## src/rtl/seg7_pkg.sv

```systemverilog
// Shared definitions for the 7-segment scan decoder: active-low segment patterns
// (bit6 = a ... bit0 = g), recovered symbol codes and anode helpers.
package seg7_pkg;

  localparam int NUM_DIGITS = 8;
  localparam int SYM_W      = 5;

  localparam logic [6:0] SEG_0       = 7'h01;
  localparam logic [6:0] SEG_1       = 7'h4F;
  localparam logic [6:0] SEG_2       = 7'h12;
  localparam logic [6:0] SEG_3       = 7'h06;
  localparam logic [6:0] SEG_4       = 7'h4C;
  localparam logic [6:0] SEG_5       = 7'h24;
  localparam logic [6:0] SEG_6       = 7'h20;
  localparam logic [6:0] SEG_7       = 7'h0F;
  localparam logic [6:0] SEG_8       = 7'h00;
  localparam logic [6:0] SEG_9       = 7'h04;
  localparam logic [6:0] SEG_NULL    = 7'h7F;
  localparam logic [6:0] SEG_PARK    = 7'h18;
  localparam logic [6:0] SEG_DRIVE   = 7'h42;
  localparam logic [6:0] SEG_REVERSE = 7'h39;
  localparam logic [6:0] SEG_LEFT    = 7'h71;
  localparam logic [6:0] SEG_RIGHT   = 7'h39;
  localparam logic [6:0] SEG_FORWARD = 7'h38;
  localparam logic [6:0] SEG_BRAKE   = 7'h60;

  typedef enum logic [4:0] {
    SYM_0     = 5'd0,
    SYM_1     = 5'd1,
    SYM_2     = 5'd2,
    SYM_3     = 5'd3,
    SYM_4     = 5'd4,
    SYM_5     = 5'd5,
    SYM_6     = 5'd6,
    SYM_7     = 5'd7,
    SYM_8     = 5'd8,
    SYM_9     = 5'd9,
    SYM_BLANK = 5'd10,
    SYM_P     = 5'd11,
    SYM_D     = 5'd12,
    SYM_R     = 5'd13,
    SYM_L     = 5'd14,
    SYM_F     = 5'd15,
    SYM_B     = 5'd16,
    SYM_ERR   = 5'd31
  } sym_t;

  function automatic logic an_onehot_low(input logic [7:0] an);
    return ($countones(~an) == 32'd1);
  endfunction

  function automatic logic [2:0] an_slot(input logic [7:0] an);
    logic [2:0] slot;
    slot = 3'd0;
    for (int i = 0; i < NUM_DIGITS; i++) begin
      if (!an[i]) slot = 3'(i);
      else        slot = slot;
    end
    return slot;
  endfunction

endpackage

```

## src/rtl/seg7_pattern_decode.sv

```systemverilog
// Combinational map from an active-low 7-segment pattern to its symbol code;
// unrecognised patterns decode to SYM_ERR.
module seg7_pattern_decode
  import seg7_pkg::*;
(
  input  logic [6:0] pattern,
  output sym_t       sym
);

  // Pattern lookup; RIGHT shares the REVERSE pattern and decodes to R.
  always_comb begin
    sym = SYM_ERR;
    case (pattern)
      SEG_0:       sym = SYM_0;
      SEG_1:       sym = SYM_1;
      SEG_2:       sym = SYM_2;
      SEG_3:       sym = SYM_3;
      SEG_4:       sym = SYM_4;
      SEG_5:       sym = SYM_5;
      SEG_6:       sym = SYM_6;
      SEG_7:       sym = SYM_7;
      SEG_8:       sym = SYM_8;
      SEG_9:       sym = SYM_9;
      SEG_NULL:    sym = SYM_BLANK;
      SEG_PARK:    sym = SYM_P;
      SEG_DRIVE:   sym = SYM_D;
      SEG_REVERSE: sym = SYM_R;
      SEG_LEFT:    sym = SYM_L;
      SEG_FORWARD: sym = SYM_F;
      SEG_BRAKE:   sym = SYM_B;
      default:     sym = SYM_ERR;
    endcase
  end

endmodule

```

## src/rtl/seg7_scan_decoder.sv

```systemverilog
// Recovers 8-digit frames from a multiplexed active-low 7-segment bus and offers
// them on valid/ready. Optional macro SEG7_DP_CAPTURE_EN enables per-digit dp capture.
module seg7_scan_decoder
  import seg7_pkg::*;
#(
  parameter int SETTLE_CYCLES = 1000,
  parameter int SYNC_STAGES   = 2
) (
  input  logic        clk100mhz,
  input  logic        reset,
  input  logic [6:0]  seg_in,
  input  logic        dp_in,
  input  logic [7:0]  an_in,
  input  logic        frame_ready,
  input  logic        clear_flags,
  output logic        frame_valid,
  output logic [39:0] frame_sym,
  output logic [7:0]  frame_dp,
  output logic        overrun,
  output logic        an_error
);

  localparam int NSYNC = (SYNC_STAGES < 2) ? 2 : SYNC_STAGES;
  localparam int CNT_W = (SETTLE_CYCLES > 1) ? $clog2(SETTLE_CYCLES) : 1;
  localparam logic [CNT_W-1:0] CNT_MAX = CNT_W'(SETTLE_CYCLES - 1);

  logic             dp_raw_s;
  logic [15:0]      sync_r [NSYNC];
  logic [15:0]      cur_s;
  logic [15:0]      prev_r;
  logic [CNT_W-1:0] cnt_r;
  logic             done_r;
  logic             change_s;
  logic             settled_s;
  logic             capture_s;
  logic             bad_an_s;
  logic             complete_s;
  logic             load_s;
  logic [2:0]       slot_s;
  sym_t             sym_s;
  logic [7:0]       seen_r;
  logic [39:0]      shadow_sym_r;

`ifdef SEG7_DP_CAPTURE_EN
  assign dp_raw_s = dp_in;
`else
  // dp held inactive so it never disturbs stability tracking
  assign dp_raw_s = dp_in | 1'b1;
`endif

  // Input synchronizer chain; idles at the all-off (all ones) level.
  always_ff @(posedge clk100mhz or posedge reset) begin
    if (reset) begin
      for (int i = 0; i < NSYNC; i++) sync_r[i] <= 16'hFFFF;
    end else begin
      sync_r[0] <= {an_in, seg_in, dp_raw_s};
      for (int i = 1; i < NSYNC; i++) sync_r[i] <= sync_r[i-1];
    end
  end

  assign cur_s      = sync_r[NSYNC-1];
  assign change_s   = (cur_s != prev_r);
  assign settled_s  = (cnt_r == CNT_MAX) && !done_r && !change_s;
  assign capture_s  = settled_s && an_onehot_low(cur_s[15:8]);
  assign bad_an_s   = settled_s && !an_onehot_low(cur_s[15:8]);
  assign slot_s     = an_slot(cur_s[15:8]);
  assign complete_s = (seen_r == 8'hFF);
  assign load_s     = complete_s && (!frame_valid || frame_ready);

  seg7_pattern_decode u_decode (
    .pattern (cur_s[7:1]),
    .sym     (sym_s)
  );

  // Stability tracker: one capture opportunity per settled dwell.
  always_ff @(posedge clk100mhz or posedge reset) begin
    if (reset) begin
      prev_r <= 16'hFFFF;
      cnt_r  <= '0;
      done_r <= 1'b0;
    end else begin
      prev_r <= cur_s;
      if (change_s) begin
        cnt_r  <= '0;
        done_r <= 1'b0;
      end else begin
        if (cnt_r != CNT_MAX) cnt_r <= cnt_r + CNT_W'(1);
        else                  cnt_r <= cnt_r;
        done_r <= done_r | settled_s;
      end
    end
  end

  // Shadow frame and seen mask; a completing frame clears the mask before new captures land.
  always_ff @(posedge clk100mhz or posedge reset) begin
    if (reset) begin
      seen_r       <= 8'h00;
      shadow_sym_r <= '0;
    end else begin
      if (capture_s) begin
        shadow_sym_r[SYM_W*int'(slot_s) +: SYM_W] <= sym_s;
        seen_r <= (complete_s ? 8'h00 : seen_r) | (8'h01 << slot_s);
      end else begin
        seen_r <= complete_s ? 8'h00 : seen_r;
      end
    end
  end

  // Output frame register, handshake and sticky flags (set beats clear).
  always_ff @(posedge clk100mhz or posedge reset) begin
    if (reset) begin
      frame_valid <= 1'b0;
      frame_sym   <= 40'h0;
      overrun     <= 1'b0;
      an_error    <= 1'b0;
    end else begin
      if (load_s) begin
        frame_valid <= 1'b1;
        frame_sym   <= shadow_sym_r;
      end else if (frame_valid && frame_ready) begin
        frame_valid <= 1'b0;
      end else begin
        frame_valid <= frame_valid;
      end
      overrun  <= (complete_s && !load_s) | (overrun & ~clear_flags);
      an_error <= bad_an_s | (an_error & ~clear_flags);
    end
  end

`ifdef SEG7_DP_CAPTURE_EN
  logic [7:0] shadow_dp_r;

  // Per-digit decimal point capture, loaded alongside the symbols.
  always_ff @(posedge clk100mhz or posedge reset) begin
    if (reset) begin
      shadow_dp_r <= 8'hFF;
      frame_dp    <= 8'hFF;
    end else begin
      if (capture_s) shadow_dp_r[slot_s] <= cur_s[0];
      else           shadow_dp_r <= shadow_dp_r;
      if (load_s)    frame_dp <= shadow_dp_r;
      else           frame_dp <= frame_dp;
    end
  end
`else
  assign frame_dp = 8'hFF;
`endif

endmodule
```

## config.mk

```make
export PLATFORM = sky130hd
export DESIGN_NAME = seg7_scan_decoder
export DESIGN_NICKNAME = d
export VERILOG_FILES = /design/src/rtl/seg7_pkg.sv /design/src/rtl/seg7_pattern_decode.sv /design/src/rtl/seg7_scan_decoder.sv
export SDC_FILE = /design/constraint.sdc
export NUM_CORES = 1
export LEC_CHECK = 0
export ABC_CLOCK_PERIOD_IN_PS = 5900
export BUFFER_PORTS_ARGS = -buffer_cell sky130_fd_sc_hd__buf_2
export CAP_MARGIN = 30
export CORE_MARGIN = 1.5
export CORE_UTILIZATION = 45
export CTS_CLUSTER_DIAMETER = 200
export CTS_CLUSTER_SIZE = 24
export DETAILED_ROUTE_END_ITERATION = 7
export GPL_TIMING_DRIVEN = 0
export HOLD_SLACK_MARGIN = 0.1
export PLACE_DENSITY_LB_ADDON = 0.15
export SETUP_SLACK_MARGIN = 0.15
export SLEW_MARGIN = 0
export SYNTH_ARGS = -nofsm -noshare
export SYNTH_HDL_FRONTEND = slang
export SYNTH_SLANG_ARGS = --single-unit
export TNS_END_PERCENT = 1
```

## constraint.sdc

```tcl
create_clock -name clk100mhz -period 5.9 [get_ports clk100mhz]
set_input_delay 0.885 -clock clk100mhz [delete_from_list [all_inputs] [get_ports clk100mhz]]
set_output_delay 0.885 -clock clk100mhz [all_outputs]
set_load 0.05 [all_outputs]
```

---- After elaboration in Yosys (flattened, before gate mapping) ----
Cells that the tools add are included.
W data, S select, Z words.
operators by class
  magnitude comparators ................... 0
  equal/unequal tests ..................... 21
  shift operators ......................... 3
  reductions and logical operators ........ 16
  divide/modulo/power cells ............... 0
  $add $sub $neg .......................... 9
  multiply operators ...................... 1
  bitwise gates (word level) .............. 8
  multiplexer cells ....................... 16
operator list
  cell                       count
  $pmux W5 S17               1
  $eq A7 B7 Y1 const B       6
  $bwmux W40                 1
  $shift A5 B33 Y40 const A  1
  $shiftx A5 B33 Y40         1
  $neg A6 Y33                1
  $eq A7 B6 Y1 const B       4
  $mux W10                   2
  $mux W3                    6
  $mux W8                    2
  $ne A15 B15 Y1             1
  $eq A7 B3 Y1 const B       2
  $eq A7 B5 Y1 const B       2
  $add A10 B1 Y10 const B    1
  $eq A10 B10 Y1 const B     1
  $ne A10 B10 Y1 const B     1
  $add A1 B1 Y2              4
  $eq A8 B8 Y1 const B       1
  $not A8 Y8                 1
  $or A8 B8 Y8               1
  $shl A1 B3 Y8 const A      1
  $eq A7 B1 Y1 const B       1
  $eq A7 B4 Y1 const B       1
  $logic_and A1 B1 Y1        7
  other kinds (12)           24
word-level totals
  memories ................................ 0
  bits in latches ......................... 0
  memory bits (read-only) ................. 0
  RAM bits ................................ 0
  word-level logic and storage cells ...... 85
  output and inout port bits .............. 51
  register bits after elaboration ......... 147
  bits of input ports ..................... 20

---- Logic depth before layout (Yosys ltp) ----
  word-level depth ........................ 11
  mapped depth ............................ 13
  depth with buffers taken out ............ 13

---- Hierarchy ----
Synthesis repeated with hierarchy kept, for this count alone.
unflattened totals
  cell total of the unflattened synthesis .. 464
  area, all modules ....................... 6356.1 um^2
modules (own cells, without submodules)
  module               sequential area each (um^2)  cells each  instances  area each (um^2)
  seg7_scan_decoder    3734.8                       405         1          5968.2
  seg7_pattern_decode  0.0                          59          1          387.9

---- Worst setup path before layout ----
No wires, ideal clock.
  path kind ............................... reg2reg
  start point ............................. reg sync_r, in the netlist cur_s[11]
  end point ............................... reg shadow_sym_r[0]
  data required time ...................... 5.775 ns
  data arrival time ....................... 4.001 ns
  stages on the path, launching flop included .. 14
  library setup time ...................... 0.125 ns
  period minus slack after synthesis ...... 4.127 ns
  buffers on the path ..................... 1
  path slack .............................. 1.773 ns
  path through ............................ dfstp_2 > fa_1 > inv_1 > fa_1 > fa_1 > ha_1 > inv_1 > fa_1 > and4b_1 > a21oi_1 > nand2b_2 > or4_1 > buf_2 > mux2_4
between the ends
  cells in the longest elaborated chain, start to end .. 9
  elaborated cells on any way between the ends .. 19
  classes of those cells .................. 4 x add/sub; 1 x mul; 2 x eq/ne; 2 x shift; 6 x mux; 1 x bitwise; 3 x reduce/logical
ends and longest elaborated chain
  item                                                     RTL line                  source
  start: declaration                                       seg7_scan_decoder.sv:28   logic [15:0] sync_r [NSYNC];
  $mux W3 (5 in a row)                                     seg7_pkg.sv:56            if (!an[i]) slot = 3'(i);
  $mul A3 B3 Y6                                            seg7_scan_decoder.sv:101  shadow_sym_r[SYM_W*int'(slot_s) +: SYM_W] <= sym_s;
  $neg A6 Y33                                              seg7_scan_decoder.sv:101
  $shiftx A5 B33 Y40 or $shift A5 B33 Y40 (tied branches)  seg7_scan_decoder.sv:101
  $bwmux W40                                               seg7_scan_decoder.sv:101
  end signal: indexed assignment                           seg7_scan_decoder.sv:101
  end: declaration                                         seg7_scan_decoder.sv:42   logic [39:0] shadow_sym_r;
Parallel ways exist; a longest one is shown, timed or not.
A chain may end at the register's enable or synchronous reset.

---- Final worst setup path ----
  start point ............................. reg sync_r, in the netlist cur_s[11]
  end point ............................... reg shadow_sym_r[4]
Same word-level chain as after synthesis.

==> flow_summary.yaml <==
cells_and_area:
  final_util: 0.554
  finish.net_count: 596
  design_area_um2: 7400
  layout.cells.non_filler: 751
  post_route_cells_drive_above_1_share: 0.362
  antenna-diode-count: 0
  syn2layout_area_growth_pct: 19.0
power_and_ir_drop:
  p_per_area_nw_per_um2: 304
  power.switching_uw: 511
  power.combinational.fraction: 0.061
  share_seq_of_total_power: 0.466
  pleak_nw: 3.57
  clockPowerShare: 0.474
  p_sw_frac: 0.227
  p_int_mw: 1.74
  largest_voltage_drop_on_the_vdd_net_mv: 0.206
sta:
  whs_ns: 0.351
  finalHoldViolations: 0
  max_freq_mhz: 228
  timing.final.setup_violations: 0
  final_critical_path_setup_slack_ns: 1.51
  final_period_minus_worst_setup_slack_ns: 4.39
  final_max_slew_viol_count: 0
  grt_setup_unrepaired: "no"
  slew-limit-headroom: 0.347
  skew_ns: 0.00987
  worst-slew-pin-transition_ns: 0.971
  final.period_utilization: 0.744
place:
  port-buffer-count: 61
  place_worst_setup_slack_ns: 1.52
  dpl_cell_area_um2: 6800
  dp_hpwl_mm: 8.14
  gp_congestion: 0.838
  placed_cells: 719
hold_path:
  min_path_type: "flip-flop to flip-flop"
  min_delay_worst_endpoint: "cur_s[13]"
  hold_path_startpoint: "sync_r[29]"
  whs_path_depth: 0
synthesis:
  post_synth_design_cell_area_um2: 6210
  most_frequent_cell_after_synthesis: "dfrtp_1"
  syn-instance-count: 474
  yosys_warnings: 0
  synth_flop_cell: "dfrtp_1"
  synth_edf_count: 0
  netlist_top_cells_area: "dfrtp_1 (41%), dfstp_2 (19%), mux2_2 (8.2%), a22o_1 (3.4%), ha_1 (2.0%)"
  synth_top_family_by_area: "simple AND/OR/NAND/NOR gates"
  mux_cell_area_share_after_synthesis: 0.117
  synth.largest_area_cell: "dfrtp_1"
  syn_area_per_cell_um2: 13.1
  asyncSetResetFlopFracSynth: 1.00
  synth_seq_cells: 147
  synth_commonest_cells: "dfrtp_1 (102), dfstp_2 (45), mux2_2 (45)"
  synth-simple-area-share: 0.120
  synth-compound-area-share: 0.0652
  seq_area_frac_synth: 0.601
  synth-adder-area-share: 0.0330
  synth-xor-area-share: 0.0324
  synth_top_area_share: 0.411
  synth_cell_type_count: 54
floorplan:
  io-pin-count: 71
  core_region_area_um2: 13300
  initial_core_util: 0.466
  fp.dieH_um: 121
  floorplan.rows: 42
  die-width_um: 121
  die-area_um2: 14500
clock_network:
  cts_hold_buf: 0
  cts.root.buffer_cell: "clkbuf_16"
  insertion_delay_ns: 0.42
  ctsHtreeMaxLevel: 4
  clk_pin_slew_worst_paths_ns: 0.06
  cts-buffers-inserted: 17
  cts_resized: 0
  cts_num_sinks: 147
  cts_buffer_depth: 2
  tritoncts: "done"
  post_cts_buffers: 0
detailed_routing:
  via_per_inst: 5.16
  drt_first_pass_iters: 7
  drt_wirelength_mm: 11.7
  final_antenna_net_count: 0
  wire_per_inst_um: 15.6
  initial_drc_count: 229
  drc: 0
  detailroute.via_count: 3876
worst_setup_path:
  critPathMaxFanout: 5
  reg2regPathDepth: 13
  path_cells: "fa_1, inv_1, fa_1, fa_1, ha_1, inv_1, fa_1, and4b_1, a21oi_1, nand2b_2, or4_1, buf_2, mux2_4"
  timing.critical_path.arrival_ns: 4.69
  worstSetupEndpointType: "flip-flop"
  cpPeakStageDelay_ns: 0.58
  r2r-end: "shadow_sym_r[4]"
  critical_path.reg2reg.startpoint: "cur_s[11]"
  path_common_cell: "fa_1"
  required_ns: 6.20
  critPathKind: "flip-flop to flip-flop"
  regToRegSetupSlack_ns: 1.51
  critical_path.startpoint_type: "flip-flop"
  timing.critical_path.slowest_stage_cell: "dfstp_2"
grt:
  grt-ovfl-total: 0
  total_routing_usage_reported_by_global_routing: 0.178
  grt_start_max_net_pins: 75
  grt_first_pass_wirelength_mm: 19.7
  antenna_found_initial: 0
  grt_pass1_vias: 3897
run:
  drv.max_cap_violation_count: 0
run_status:
  status: "finished clean"
worst max-delay path by stage:
stage	startpoint	endpoint	depth (start not counted)	slack, ns
CTS	cur_s[11]	shadow_sym_r[4]	13	1.50
finish	cur_s[11]	shadow_sym_r[4]	13	1.51
global placement	reset	frame_sym[39]	2	-0.28
detailed placement	cur_s[11]	shadow_sym_r[0]	13	1.52
global route	cur_s[11]	shadow_sym_r[15]	13	1.25
floorplan	reset	an_error	1	1.14
cell families after synthesis:
| family | count (synthesis) |
|---|---|
| other | 1 |
| adder cells (fa/ha/maj) | 14 |
| flip-flops | 147 |
| XOR/XNOR | 23 |
| multiplexers | 63 |
| AO/OA/AOI/OAI | 55 |
| AND/OR/NAND/NOR | 128 |
| buffers and inverters | 43 |
routing by layer:
layer | global-route usage | wire length, µm
met1 | 0.237 | 5470
met2 | 0.274 | 5550
met3 | 0.0519 | 497
met4 | 0.0699 | 195
met5 | 0 | 0
layout by cell type, fill, tap and decap left out, types with 9 or more instances in the layout:
| cell | n |
|---|---|
| inv_1 | 17 |
| xor2_1 | 13 |
| nand2_1 | 22 |
| mux2_2 | 45 |
| nand3_1 | 19 |
| xnor2_1 | 10 |
| nand4_1 | 14 |
| nor2_1 | 19 |
| clkbuf_1 | 15 |
| dfrtp_1 | 102 |
| a22o_1 | 24 |
| mux2_1 | 10 |
| clkbuf_16 | 19 |
| ha_1 | 10 |
| a21oi_1 | 9 |
| dfstp_2 | 45 |
| buf_2 | 64 |
per-stage QoR:
| stage | TNS (ns) | power (mW) |
|---|---|---|
| 2_1_floorplan | 0 | 1.16 |
| 4_1_cts | 0 | 2.28 |
| 3_3_place_gp | -28.23 | 1.19 |
| 6_report | 0 | 2.25 |
| 3_5_place_dp | 0 | 1.20 |
| 5_1_grt | 0 | 2.35 |
sequential cells by signal, indices dropped and copies added, names as in the netlist:
| signal | flops |
|---|---|
| an_error | 1 |
| cnt_r | 10 |
| cur_s | 15 |
| done_r | 1 |
| frame_sym | 40 |
| frame_valid | 1 |
| overrun | 1 |
| prev_r | 15 |
| seen_r | 8 |
| shadow_sym_r | 40 |
| sync_r | 15 |
power by group through the flow:
stage / logic (mW) / clock network (mW) / registers [mW]
final: 0.136 / 1.07 / 1.05
after global routing: 0.155 / 1.14 / 1.05
after CTS: 0.137 / 1.09 / 1.05
after detailed placement: 0.137 / 0 / 1.07
after global placement: 0.127 / 0 / 1.06
after floorplan: 0.0999 / 0 / 1.06
final cells by class:
cell class	instances	area (µm²)
well taps	176	220
inverters	18	72.6
fillers	1126	5950
plain buffers	25	128
flip-flops and latches	147	3730
clock buffers	23	510
multi-input cells	291	2310
clock inverters	9	88.8
repair buffers	62	333
worst max-delay path: cells and delay by family (launching register included):
kind	cells	cell delay, ns
compound gates	1	0.10
fa+ha+maj	5	2.01
buf+inv	3	0.33
flops	1	0.58
mux	1	0.30
simple gates	3	0.95
(Power assumes the default switching activity.)
